### config.mk
export PLATFORM = sky130hd
export DESIGN_NAME = credit_arbiter
export DESIGN_NICKNAME = d
export VERILOG_FILES = /design/src/rtl/credit_arbiter.sv
export SDC_FILE = /design/constraint.sdc
export NUM_CORES = 1
export LEC_CHECK = 0
export ABC_AREA = 1
export BUFFER_PORTS_ARGS = -buffer_cell sky130_fd_sc_hd__buf_4
export CAP_MARGIN = 20
export CORE_ASPECT_RATIO = 0.9
export CORE_MARGIN = 4
export CORE_UTILIZATION = 30
export DETAILED_ROUTE_END_ITERATION = 12
export RECOVER_POWER = 100
export SYNTH_ARGS = -nofsm -noshare
export SYNTH_HDL_FRONTEND = slang
export SYNTH_SLANG_ARGS = --single-unit
### constraint.sdc
create_clock -name clk_i -period 4 [get_ports clk_i]
set_input_delay 0.8 -clock clk_i [delete_from_list [all_inputs] [get_ports clk_i]]
set_output_delay 0.8 -clock clk_i [all_outputs]
set_load 0.005 [all_outputs]
### src/rtl/credit_arbiter.sv
`default_nettype none
`timescale 1ns/1ps
// ============================================================================
// Module      : credit_arbiter
// Description : Round-robin packet arbiter for N_REQ AXI-Stream requesters
//               feeding a downstream buffer that is tracked with credits.
//               A grant is held for a whole packet, up to its tlast beat.
//               A beat moves only while at least one credit is free.
//               Each pop_i pulse returns one credit to the pool.
//
// Ports       : clk_i         clock, rising edge
//               rst_ni        asynchronous active-low reset
//               s_tvalid_i    per-requester valid            [N_REQ]
//               s_tdata_i     per-requester data             [N_REQ*DATA_W]
//               s_tlast_i     per-requester end-of-packet    [N_REQ]
//               s_tready_o    per-requester ready, one-hot or zero
//               m_tvalid_o    beat pushed downstream this cycle
//               m_tdata_o     pushed data, zero when nothing is pushed
//               m_tlast_o     pushed tlast, zero when nothing is pushed
//               pop_i         downstream consumed an entry; returns one credit
//               credit_o      free credits, 0..DEPTH
//               grant_o       current or most recent granted requester
//               busy_o        a packet is in progress
//               credit_err_o  sticky credit-overflow flag
//
// Options     : CREDIT_ARBITER_ERR_EN - when defined, credit_err_o sets on a
//               credit overflow and holds until reset. When undefined, the
//               flag logic is omitted and credit_err_o is tied to 0.
//               Credit saturation behaves the same in both builds.
//
// Revision    : 1.0 - initial release
// ============================================================================
module credit_arbiter #(
    parameter int N_REQ  = 4,
    parameter int DEPTH  = 10,
    parameter int DATA_W = 8
) (
    input  logic                         clk_i,
    input  logic                         rst_ni,
    input  logic [N_REQ-1:0]             s_tvalid_i,
    input  logic [N_REQ*DATA_W-1:0]      s_tdata_i,
    input  logic [N_REQ-1:0]             s_tlast_i,
    output logic [N_REQ-1:0]             s_tready_o,
    output logic                         m_tvalid_o,
    output logic [DATA_W-1:0]            m_tdata_o,
    output logic                         m_tlast_o,
    input  logic                         pop_i,
    output logic [$clog2(DEPTH+1)-1:0]   credit_o,
    output logic [$clog2(N_REQ)-1:0]     grant_o,
    output logic                         busy_o,
    output logic                         credit_err_o
);

    localparam int c_credit_w = $clog2(DEPTH+1);
    localparam int c_grant_w  = $clog2(N_REQ);

    localparam logic [c_credit_w-1:0] c_depth    = c_credit_w'(DEPTH);
    localparam logic [c_grant_w-1:0]  c_last_req = c_grant_w'(N_REQ-1);

    typedef enum logic [0:0] {
        S_IDLE = 1'b0,
        S_BUSY = 1'b1
    } state_t;

    state_t                  r_state;
    logic [c_credit_w-1:0]   r_credit;
    logic [c_grant_w-1:0]    r_grant;
    logic [c_grant_w-1:0]    r_rr_ptr;

    logic                    w_busy;
    logic                    w_credit_avail;
    logic                    w_credit_full;
    logic                    w_gnt_valid;
    logic                    w_gnt_last;
    logic [DATA_W-1:0]       w_gnt_data;
    logic                    w_fire;
    logic                    w_any_valid;
    logic                    w_found;
    logic [c_grant_w-1:0]    w_cand;
    logic [c_grant_w-1:0]    w_sel;
    logic [c_grant_w-1:0]    w_next_ptr;
    logic [c_credit_w-1:0]   w_credit_next;

    assign w_busy         = (r_state == S_BUSY);
    assign w_credit_avail = (r_credit != '0);
    assign w_credit_full  = (r_credit == c_depth);

    // Pick out the granted requester's stream signals.
    always_comb begin
        w_gnt_valid = 1'b0;
        w_gnt_last  = 1'b0;
        w_gnt_data  = '0;
        for (int k = 0; k < N_REQ; k++) begin
            if (r_grant == c_grant_w'(k)) begin
                w_gnt_valid = s_tvalid_i[k];
                w_gnt_last  = s_tlast_i[k];
                w_gnt_data  = s_tdata_i[k*DATA_W +: DATA_W];
            end
        end
    end

    assign w_fire = w_busy & w_gnt_valid & w_credit_avail;

    // Round-robin search: walk the requesters starting at r_rr_ptr and take
    // the first one that has a valid beat.
    always_comb begin
        w_any_valid = |s_tvalid_i;
        w_found     = 1'b0;
        w_sel       = r_rr_ptr;
        w_cand      = r_rr_ptr;
        for (int i = 0; i < N_REQ; i++) begin
            w_cand = c_grant_w'((int'(r_rr_ptr) + i) % N_REQ);
            if (!w_found && s_tvalid_i[w_cand]) begin
                w_found = 1'b1;
                w_sel   = w_cand;
            end
        end
    end

    assign w_next_ptr = (r_grant == c_last_req) ? '0 : r_grant + 1'b1;

    // When a fire and a pop happen in the same cycle, they cancel out. A
    // return with no fire while the pool is full saturates at DEPTH.
    always_comb begin
        w_credit_next = r_credit;
        case ({w_fire, pop_i})
            2'b10:   w_credit_next = r_credit - 1'b1;
            2'b01:   w_credit_next = w_credit_full ? r_credit : r_credit + 1'b1;
            default: w_credit_next = r_credit;
        endcase
    end

    always_ff @(posedge clk_i or negedge rst_ni) begin
        if (!rst_ni) begin
            r_state  <= S_IDLE;
            r_credit <= c_depth;
            r_grant  <= '0;
            r_rr_ptr <= '0;
        end else begin
            r_credit <= w_credit_next;
            case (r_state)
                S_IDLE: begin
                    // Arbitration takes one cycle, and no beat moves in IDLE.
                    if (w_any_valid) begin
                        r_grant <= w_sel;
                        r_state <= S_BUSY;
                    end
                end
                S_BUSY: begin
                    // The grant stays locked until the tlast beat transfers.
                    if (w_fire && w_gnt_last) begin
                        r_rr_ptr <= w_next_ptr;
                        r_state  <= S_IDLE;
                    end
                end
                default: r_state <= S_IDLE;
            endcase
        end
    end

`ifdef CREDIT_ARBITER_ERR_EN
    logic w_overflow;
    logic r_credit_err;

    assign w_overflow = pop_i & ~w_fire & w_credit_full;

    always_ff @(posedge clk_i or negedge rst_ni) begin
        if (!rst_ni) begin
            r_credit_err <= 1'b0;
        end else if (w_overflow) begin
            r_credit_err <= 1'b1;
        end
    end

    assign credit_err_o = r_credit_err;
`else
    assign credit_err_o = 1'b0;
`endif

    // Only the granted requester can see ready, and only when a credit is free.
    generate
        for (genvar k = 0; k < N_REQ; k++) begin : g_ready
            assign s_tready_o[k] = w_busy & w_credit_avail & (r_grant == c_grant_w'(k));
        end
    endgenerate

    assign m_tvalid_o = w_fire;
    assign m_tdata_o  = w_fire ? w_gnt_data : '0;
    assign m_tlast_o  = w_fire & w_gnt_last;
    assign credit_o   = r_credit;
    assign grant_o    = r_grant;
    assign busy_o     = w_busy;

endmodule
`default_nettype wire

==> results.env <==
CRITPATHMAXSTAGEDELAY_NS=0.41
CELLLEAKAGEPOWER_nW=0.942
NUM_ROWS=21
CLOCK_TREE.HTREE_LEVEL_COUNT=1
SYNTH-SEQ-CELLS=9
FIN_UTIL_PCT=45.1
FMAXACHIEVABLE_GHz=0.301
GRT-OVFL-TOTAL=0
CRIT_REQUIRED_NS=3.20
MIN-DELAY-PATH-CLASS='in2async'
SEQ_AREA_SQ_UM=228
ASYNC_FLOP_SHARE_PCT=100
YS_DOMINANT_REG_CELL='dfrtp_1'
MULTIINPUTGATEAREA_SQ_UM=863
CTS_POST_SETUP_BUFFERS_INSERTED=0
FINALINSTANCEAREA_SQ_UM=1740
ENDPOINT_ARRIVAL_TIME_ON_THE_CRITICAL_PATH_NS=2.52
TIMING_HOLD_VIOLATIONS_FINAL=0
WIDTH_OF_THE_DIE_UM=75.9
SETUP_VIOL=0
SYNTHMOSTINSTANTIATEDCELL='nand2_1'
FINAL.PERIOD_UTILIZATION_PCT=82.9
CLKSLEWWORSTSETUPHOLDPATHS_NS=0.05
POST_SYNTH_NUM_CELL_TYPES=29
SETUP_TNS_NS=0
GRT_ANTENNA_BEFORE_REPAIR=0
GRT_MAX_DEGREE=22
DETAILEDROUTE.FIRSTITERATIONVIOLATIONS=79
INITIAL_UTILIZATION_PCT=32.2
DPL_WORST_SLACK_NS=1.03
YS_TOP_CELLS_BY_COUNT='nand2_1, inv_1, nand2_2, nor2_1, nand3_1'
MAX-CLOCK-PATH-BUFFERS=2
R2R_START='grant_o[0]'
WORSTSETUPENDPOINTTYPE='output pin'
SYNTH_ENABLE_FLOP_CELLS=0
TOTAL_VIA_COUNT_IN_THE_ROUTED_DESIGN=1431
FIRST_GLOBAL_VIAS=1277
POST_SYNTH_MAIN_AREA_CONTRIBUTORS='nand2_1, dfrtp_1, nand2_2, ha_1, o211ai_1'
SYN-CELL-AREA_SQ_UM=1240
CP-STARTPOINT='grant_o[0]'
SYNTH_WARNINGS=0
YS_SEQ_AREA_SHARE_PCT=18.3
FINAL_ANTENNA_NET_COUNT=0
DESIGN_POWER_TOTAL_mW=1.40
GRT_FIRST_PASS_WIRELENGTH_MM=5.81
WORST_SLEW_PIN_SLEW_NS=0.598
NUMCTSBUFFERS=3
IO_BUFFER_COUNT=63
FINCLKSKEW_NS=0.00781
CTS_ROOT_BUF='clkbuf_8'
DR.PASS1.ITERS=4
PATH_COMMON_CELL='inv_1'
DIE_AREA_SQ_UM=5240
DETAILEDPLACEMENTHPWL_MM=3.11
POST_SYNTH_TOP_AREA_SHARE_PCT=17.2
DRT-VIAS-PER-INSTANCE=4.75
CP_MAX_FO=12
PLACEABLECOREAREA_SQ_UM=3860
CTS_RESIZED=0
DRIVE_GT1_SHARE_PCT=33.3
CRIT_CHAIN='inv_1, ha_1, inv_1, o211ai_1, nand2_1, nand2_1, inv_1, nand2_1, inv_1, clkbuf_4'
LAYOUT-AREA-OVERHEAD-VS-SYNTH_PCT=39.9
NUMBER_OF_PORTS_PLACED_ON_THE_DIE_BOUNDARY=65
PLACEDINSTANCEAREA_SQ_UM=1710
CRITPATHKIND='reg2out'
SYN-MEAN-INSTANCE-AREA_SQ_UM=6.28
DRV.MAX_CAP_VIOLATION_COUNT=0
SYNTH_TOP_AREA_CELL='nand2_1'
FILL_CELLS=408
FINAL_NET_COUNT=306
CTS_NUM_SINKS=9
FINAL_CRITICAL_PATH_SETUP_SLACK_NS=0.682
CRIT_PATH_TOP_DELAY_CELL='ha_1'
SYNTH.NET_COUNT=248
CLOCK_TREE_FROM_TRITONCTS='done'
RSZ0062_AT_GRT='no'
DRC=0
POWER_DENSITY_nW_PER_UM2=804
GP_ROUTABILITY_CONGESTION=0.804
WORST_SLEW_MARGIN_RELATIVE_TO_ITS_LIMIT_PCT=60.1
RUN_STATUS='complete, no violations'
COUNT_OF_FINAL_MAX_SLEW_CHECK_FAILURES=0
MAX-VDD-IR-DROP_mV=0.312
CLOCK_LATENCY_NS=0.23
SYNTHCELLS=198
CTSHOLDBUFFERS=0
LAYOUT_MIN_CYCLE_TIME_NS=3.32
STARTPOINT_TYPE='flip-flop'
ROUTED_WL_MM=3.78
ROUTED_WIRELENGTH_NORMALIZED_BY_INSTANCE_COUNT_UM=12.6
GRT_UTIL_ALL_LAYERS_PCT=13.6
N_ANTENNA_CELL=0
DIE_H_UM=69.1
-- flip-flops by register name (all words and copies together), names as in the netlist --
signal	cells
busy_o	1
grant_o	2
credit_o	4
r_rr_ptr	2
-- power breakdown --
group	total, mW	switching (mW)	internal (mW)
Clock	0.104	0.0361	0.0679
Sequential	0.216	0.0704	0.146
Combinational	1.08	0.625	0.454
-- logic make-up (layout without fill, tap and decap cells) --
logic type / count (synthesis) / count (layout) / synth area share [%]
other cells: 1 / 1 / 0.302
flops: 9 / 9 / 18.3
fa+ha+maj: 7 / 7 / 7.65
xor+xnor: 2 / 2 / 1.41
compound gates: 37 / 37 / 18.7
simple gates: 111 / 111 / 41.8
buf+inv: 31 / 88 / 11.9
-- metal layers --
metal  share of wire, %  routed length [um]  global-route usage (%)
met4               0.77                  29                    2.91
met1                 48                1830                    20.2
met2                 39                1490                    19.8
met3                 12                 435                    2.76
met5                  0                   0                       0
-- placed cells by master, fill, tap and decap left out --
master and count:
nand2_1 59, buf_4 51, inv_1 19, nor2_1 15, nand2_2 14, nand3_1 14
a21oi_1 12, o211ai_1 10, clkbuf_4 10, a211oi_1 8, dfrtp_1 7, o21ai_0 6
ha_1 6, nand4_1 4, clkbuf_8 3, xor2_1 2, dfstp_1 2, clkbuf_1 2
nor2_2 1, nor4_1 1, a21o_1 1, clkinvlp_2 1, inv_2 1, nand2_4 1
nor2_8 1, nand3_2 1, fa_1 1, conb_1 1, clkinv_2 1
-- final timing paths --
kind / end / slack, ns / depth (start not counted)
setup / recovery: m_tlast_o / 0.68 / 10
hold reg to reg: busy_o / 0.55 / 2
max in group asynchronous: credit_o[1] / 3.14 / 1
setup reg to reg: credit_o[3] / 0.89 / 15
hold / removal: busy_o / 0.50 / 1
min in group clk_i: busy_o / 0.55 / 2
-- metrics by stage --
stage,cells,hold slack (ns)
after floorplan,198,0.504
after global placement,297,0.548
after detailed placement,297,0.544
after CTS,301,0.377
after global routing,301,0.528
final,301,0.500
-- final cells by class --
cell class | instances | area share [%]
tap | 46 | 3.31
clock buffer | 3 | 2.37
timing repair buffer | 63 | 26.7
sequential | 9 | 13.1
clock inverter | 1 | 0.288
inverter | 21 | 4.60
multi-input combinational | 158 | 49.6
-- critical path, delay by kind of cell (launching register included) --
family / cells / cell delay [ns]
compound gates: 1 / 0.16
flops: 1 / 0.40
fa+ha+maj: 1 / 0.41
buf+inv: 5 / 0.76
simple gates: 3 / 0.54
(Power assumes the default switching activity.)
